$ cat src/rtl/hilo_muldiv_unit.sv
// EX-stage multiply/divide engine with the architectural HI/LO pair.
// Pipelined multiply, radix-2 restoring divide, MTHI/MTLO and flush.
module hilo_muldiv_unit #(
  parameter int WIDTH      = 32,
  parameter int MUL_STAGES = 2
) (
  input  logic               clk,
  input  logic               rst,
  input  logic               start,
  input  logic [2:0]         op,
  input  logic [WIDTH-1:0]   a,
  input  logic [WIDTH-1:0]   b,
  input  logic               flush,
  output logic               busy,
  output logic               done,
  output logic               div_by_zero,
  output logic [WIDTH-1:0]   hi,
  output logic [WIDTH-1:0]   lo
);

  localparam logic [2:0] OP_MULT  = 3'd1;
  localparam logic [2:0] OP_MULTU = 3'd2;
  localparam logic [2:0] OP_DIV   = 3'd3;
  localparam logic [2:0] OP_DIVU  = 3'd4;
  localparam logic [2:0] OP_MTHI  = 3'd5;
  localparam logic [2:0] OP_MTLO  = 3'd6;

  localparam int CMAX = (WIDTH > MUL_STAGES) ? WIDTH : MUL_STAGES;
  localparam int CW   = $clog2(CMAX + 1);
  localparam int PW   = 2 * WIDTH;

  typedef enum logic [1:0] {
    IDLE = 2'd0,
    MUL  = 2'd1,
    DIV  = 2'd2
  } state_t;

  state_t           state_q, state_d;
  logic [CW-1:0]    cnt_q, cnt_d;
  logic [WIDTH-1:0] hi_q, hi_d;
  logic [WIDTH-1:0] lo_q, lo_d;
  logic             done_q, done_d;
  logic             dz_q, dz_d;
  logic [WIDTH-1:0] rem_q, rem_d;
  logic [WIDTH-1:0] quo_q, quo_d;
  logic [WIDTH-1:0] dvs_q, dvs_d;
  logic             qneg_q, qneg_d;
  logic             rneg_q, rneg_d;
  logic [PW-1:0]    pipe_q [MUL_STAGES];
  logic [PW-1:0]    pipe0_d;

  logic             accept;
  logic             op_valid;
  logic             sgn;
  logic [PW-1:0]    ax, bx, prod;
  logic [WIDTH-1:0] amag, bmag;
  logic [WIDTH:0]   sh, diff;
  logic             ge;
  logic [WIDTH-1:0] rem_n, quo_n;

  assign busy        = (state_q != IDLE);
  assign done        = done_q;
  assign div_by_zero = dz_q;
  assign hi          = hi_q;
  assign lo          = lo_q;

  // Request qualification and operand preconditioning.
  always_comb begin
    op_valid = (op != 3'd0) && (op != 3'd7);
    accept   = start && !busy && !flush && op_valid;
    sgn      = (op == OP_MULT) || (op == OP_DIV);
    ax   = sgn ? {{WIDTH{a[WIDTH-1]}}, a} : {{WIDTH{1'b0}}, a};
    bx   = sgn ? {{WIDTH{b[WIDTH-1]}}, b} : {{WIDTH{1'b0}}, b};
    prod = ax * bx;
    amag = (sgn && a[WIDTH-1]) ? -a : a;
    bmag = (sgn && b[WIDTH-1]) ? -b : b;
  end

  // One restoring-division step on the magnitudes.
  always_comb begin
    sh    = {rem_q, quo_q[WIDTH-1]};
    diff  = sh - {1'b0, dvs_q};
    ge    = !diff[WIDTH];
    rem_n = ge ? diff[WIDTH-1:0] : sh[WIDTH-1:0];
    quo_n = {quo_q[WIDTH-2:0], ge};
  end

  // Next-state, counter and HI/LO update logic.
  always_comb begin
    state_d = state_q;
    cnt_d   = cnt_q;
    hi_d    = hi_q;
    lo_d    = lo_q;
    done_d  = 1'b0;
    dz_d    = 1'b0;
    rem_d   = rem_q;
    quo_d   = quo_q;
    dvs_d   = dvs_q;
    qneg_d  = qneg_q;
    rneg_d  = rneg_q;
    pipe0_d = pipe_q[0];
    unique case (state_q)
      IDLE: begin
        if (accept) begin
          case (op)
            OP_MULT, OP_MULTU: begin
              state_d = MUL;
              cnt_d   = CW'(MUL_STAGES);
              pipe0_d = prod;
            end
            OP_DIV, OP_DIVU: begin
              if (b == '0) begin
                done_d = 1'b1;
                dz_d   = 1'b1;
              end else begin
                state_d = DIV;
                cnt_d   = CW'(WIDTH);
                rem_d   = '0;
                quo_d   = amag;
                dvs_d   = bmag;
                qneg_d  = sgn && (a[WIDTH-1] ^ b[WIDTH-1]);
                rneg_d  = sgn && a[WIDTH-1];
              end
            end
            OP_MTHI: begin
              hi_d   = a;
              done_d = 1'b1;
            end
            OP_MTLO: begin
              lo_d   = a;
              done_d = 1'b1;
            end
            default: ;
          endcase
        end
      end
      MUL: begin
        if (flush) begin
          state_d = IDLE;
          cnt_d   = '0;
        end else if (cnt_q == CW'(1)) begin
          {hi_d, lo_d} = pipe_q[MUL_STAGES-1];
          done_d  = 1'b1;
          state_d = IDLE;
          cnt_d   = '0;
        end else begin
          cnt_d = cnt_q - CW'(1);
        end
      end
      DIV: begin
        if (flush) begin
          state_d = IDLE;
          cnt_d   = '0;
        end else begin
          rem_d = rem_n;
          quo_d = quo_n;
          cnt_d = cnt_q - CW'(1);
          if (cnt_q == CW'(1)) begin
            hi_d    = rneg_q ? -rem_n : rem_n;
            lo_d    = qneg_q ? -quo_n : quo_n;
            done_d  = 1'b1;
            state_d = IDLE;
          end
        end
      end
      default: state_d = IDLE;
    endcase
  end

  // Control, HI/LO and divider registers.
  always_ff @(posedge clk or posedge rst) begin
    if (rst) begin
      state_q <= IDLE;
      cnt_q   <= '0;
      hi_q    <= '0;
      lo_q    <= '0;
      done_q  <= 1'b0;
      dz_q    <= 1'b0;
      rem_q   <= '0;
      quo_q   <= '0;
      dvs_q   <= '0;
      qneg_q  <= 1'b0;
      rneg_q  <= 1'b0;
    end else begin
      state_q <= state_d;
      cnt_q   <= cnt_d;
      hi_q    <= hi_d;
      lo_q    <= lo_d;
      done_q  <= done_d;
      dz_q    <= dz_d;
      rem_q   <= rem_d;
      quo_q   <= quo_d;
      dvs_q   <= dvs_d;
      qneg_q  <= qneg_d;
      rneg_q  <= rneg_d;
    end
  end

  // Product pipeline; stage 0 loads at accept, later stages shift.
  always_ff @(posedge clk or posedge rst) begin
    if (rst) begin
      for (int i = 0; i < MUL_STAGES; i++) begin
        pipe_q[i] <= '0;
      end
    end else begin
      pipe_q[0] <= pipe0_d;
      for (int i = 1; i < MUL_STAGES; i++) begin
        pipe_q[i] <= pipe_q[i-1];
      end
    end
  end

endmodule

$ cat config.mk
export PLATFORM = sky130hd
export DESIGN_NAME = hilo_muldiv_unit
export DESIGN_NICKNAME = d
export VERILOG_FILES = /design/src/rtl/hilo_muldiv_unit.sv
export SDC_FILE = /design/constraint.sdc
export NUM_CORES = 2
export LEC_CHECK = 0
export ABC_AREA = 1
export CAP_MARGIN = 25
export CORE_ASPECT_RATIO = 1.25
export CORE_MARGIN = 2
export CORE_UTILIZATION = 40
export CTS_CLUSTER_SIZE = 28
export DETAILED_ROUTE_END_ITERATION = 8
export SKIP_LAST_GASP = 1
export SYNTH_ARGS = -nofsm -noshare
export SYNTH_HDL_FRONTEND = slang
export SYNTH_SLANG_ARGS = --single-unit
$ cat constraint.sdc
create_clock -name clk -period 9.7 [get_ports clk]
set_clock_uncertainty 0.05 [all_clocks]
set_input_delay 1.94 -clock clk [delete_from_list [all_inputs] [get_ports clk]]
set_output_delay 1.94 -clock clk [all_outputs]
set_load 0.01 [all_outputs]
==> flow_summary.yaml <==
place:
  placed_cell_area_mm2: 0.0781
  place.gp.congestion: 1.01
  dpl.hpwl_um: 218000
  post-place-ws_ns: -1.49
  dpl.cell_count: 11400
  portBuffers: 137
setup_path:
  r2r-end: "lo[28]"
  worstSetupPathType: "in2reg"
  cp.required_ns: 10.05
  path_max_fanout: 8
  slowest_stage: "fa_2"
  worstPathArrival_ns: 10.19
  rrSetupSlack_ns: 3.61
  max_stage_delay_ns: 0.67
  crit_top_cell: "fa_1"
  start_kind: "input pin"
  endpoint_kind: "flop"
  r2r-start: "quo_q[31]"
  worstRegToRegCells: 32
floorplanning:
  start_util_pct: 40.3
  io_pins: 138
  dieWidth_um: 371
  rows: 168
  die_h_um: 463
  core_area_mm2: 0.168
  die_area_mm2: 0.172
synth:
  synth_edf_count: 0
  synth_area_mm2: 0.0675
  synth_commonest_cells: "inv_1 (2483), nand2_1 (1967), fa_1 (1424)"
  yosys_warnings: 0
  syn_nets: 10400
  syn_avg_cell_area_um2: 7.92
  netlist_instances: 8523
  synth_area_leaders: "fa_1 (42%), inv_1 (14%), dfrtp_1 (11%), nand2_1 (11%), ha_1 (6.5%)"
  yosysMostFrequentCell: "inv_1"
  synth_cell_types: 56
  synth_top_cell_by_area: "fa_1"
  synth_top_area_share_pct: 42.3
  ys_seq_elements: 300
  seq_area_frac_synth_pct: 11.1
  async_reset_ff_share_pct: 100
  synthFlopType: "dfrtp_1"
global_route:
  grt_usage_pct: 30.0
  grt_pass1_wl_um: 383000
  grt_overflow: 0
  first_global_vias: 63000
  antenna_found_initial: 15
  grt_max_degree: 169
route:
  ant_nets: 0
  wirelength_um: 255000
  drtIter0Drc: 4319
  post_drt_wl_per_cell_um: 22.0
  vias: 58500
  vias_per_cell: 5.04
  firstDrtPassIters: 9
  drc: 2
clocking:
  clk_latency_ns: 0.57
  clockBufferDepth: 3
  cts_tree: "done"
  h-tree-depth: 2
  hold_buffers: 0
  cts.clk_slew.worst_paths_ns: 0.06
  numCtsBuffers: 37
  clock_sinks: 300
  cts_root_buf: "clkbuf_16"
layout:
  layout.cells.non_filler: 11600
  stdcell_area_mm2: 0.0826
  area_growth_pct: 22.5
  drive_gt1_share_pct: 18.2
  fillCellCount: 16200
  final_nets: 11200
  utilization_pct: 49.3
timing:
  drv_slew: 0
  fmax_mhz: 102
  finalHoldViolCount: 0
  setup_slack_ns: -0.136
  period_needed_ns: 9.84
  worst_slew_pin_slew_ns: 1.06
  rsz0062_at_grt: "yes"
  min_period_over_period_pct: 101
  setup_violations: 12
  slew_headroom_pct: 29.2
worst_hold_path:
  worstHoldEndpoint: "pipe_q[29]"
  min_from: "pipe_q[93]"
  hold_path_class: "reg2reg"
  whs_path_depth: 0
run:
  drv_cap: 0
status:
  status: "finished, violations left"
  violations: "DRC, setup timing"
[state kept, by name (all words and copies together), names as in the netlist]
signal	cells
state_q	2
quo_q	32
lo	32
pipe_q	128
qneg_q	1
div_by_zero	1
hi	32
cnt_q	6
rneg_q	1
done	1
dvs_q	32
rem_q	32
[cell type report]
| type | count | area, µm² | share of cell area, % |
|---|---|---|---|
| Antenna cell | 4 | 10.0 | 0.0121 |
| Sequential cell | 300 | 7510 | 9.08 |
| Multi-Input combinational cell | 5369 | 51400 | 62.2 |
| Timing Repair Buffer | 1164 | 10400 | 12.5 |
| Tap cell | 2210 | 2770 | 3.35 |
| Clock buffer | 55 | 1090 | 1.32 |
| Clock inverter | 10 | 143 | 0.173 |
| Inverter | 2493 | 9380 | 11.4 |
[cell families (layout without fill, tap and decap cells)]
| kind of cell | after synthesis | count (layout) | share of synthesized area, % |
|---|---|---|---|
| other cells | 0 | 4 | 0 |
| buf+inv | 2854 | 3722 | 16.0 |
| fa+ha+maj | 1774 | 1774 | 48.7 |
| flops | 300 | 300 | 11.1 |
| xor+xnor | 142 | 142 | 1.84 |
| simple gates | 2789 | 2789 | 16.6 |
| compound gates | 664 | 664 | 5.61 |
[worst max path at each step]
stage                     startpoint           to  slack [ns]
after detailed placement       op[0]  pipe_q[119]       -1.49
after global placement         op[0]  pipe_q[127]       -1.42
final                          op[0]  pipe_q[127]       -0.14
after global routing           op[0]  pipe_q[127]       -0.38
after floorplan                op[0]  pipe_q[127]       -0.20
after CTS                      op[0]  pipe_q[125]       -0.17
[layer usage]
layer / global-route usage, % / share of wire [%] / vias up
met5: 0 / 0.032 / -
met4: 20.0 / 8.3 / 16
met3: 3.44 / 6.0 / 721
met2: 52.4 / 50 / 2184
met1: 34.5 / 36 / 29400
li1: - / - / 26100
[placed cells by master (no fill, tap or decap), drive strengths merged, types with 60 or more instances in the layout]
cell,Yosys,routed
clkbuf,244,70
clkdlybuf4s50,0,85
xor2,82,82
xnor2,60,60
a21oi,219,219
nor2,473,473
dfrtp,300,300
ha,350,350
o21ai,236,236
buf,117,1052
nand2,2002,2002
a31oi,78,78
nand3,169,169
fa,1424,1424
inv,2490,2489
[critical path, delay by kind of cell]
family	cells	cell delay, ns
fa+ha+maj	11	5.68
buf+inv	15	1.13
compound gates	5	0.72
simple gates	4	0.52
xor+xnor	1	0.17
[per-stage QoR]
step | setup TNS [ns] | hold WS, ns
2_1_floorplan | -0.518 | 0.304
3_3_place_gp | -47.54 | 0.310
3_5_place_dp | -49.26 | 0.309
4_1_cts | -1.14 | 0.291
5_1_grt | -5.30 | 0.307
6_report | -0.771 | 0.286
[timing repair]
action                                  CTS  global route
gates resized for setup                 362           336
pin swaps                               168           203
cloned                                    3             5
buffers inserted                         51            49
endpoints found under the setup margin   39            40
Power is left out: the tool's default activity adds up to more than one toggle a clock period on the data nets, which glitch-free logic cannot reach.
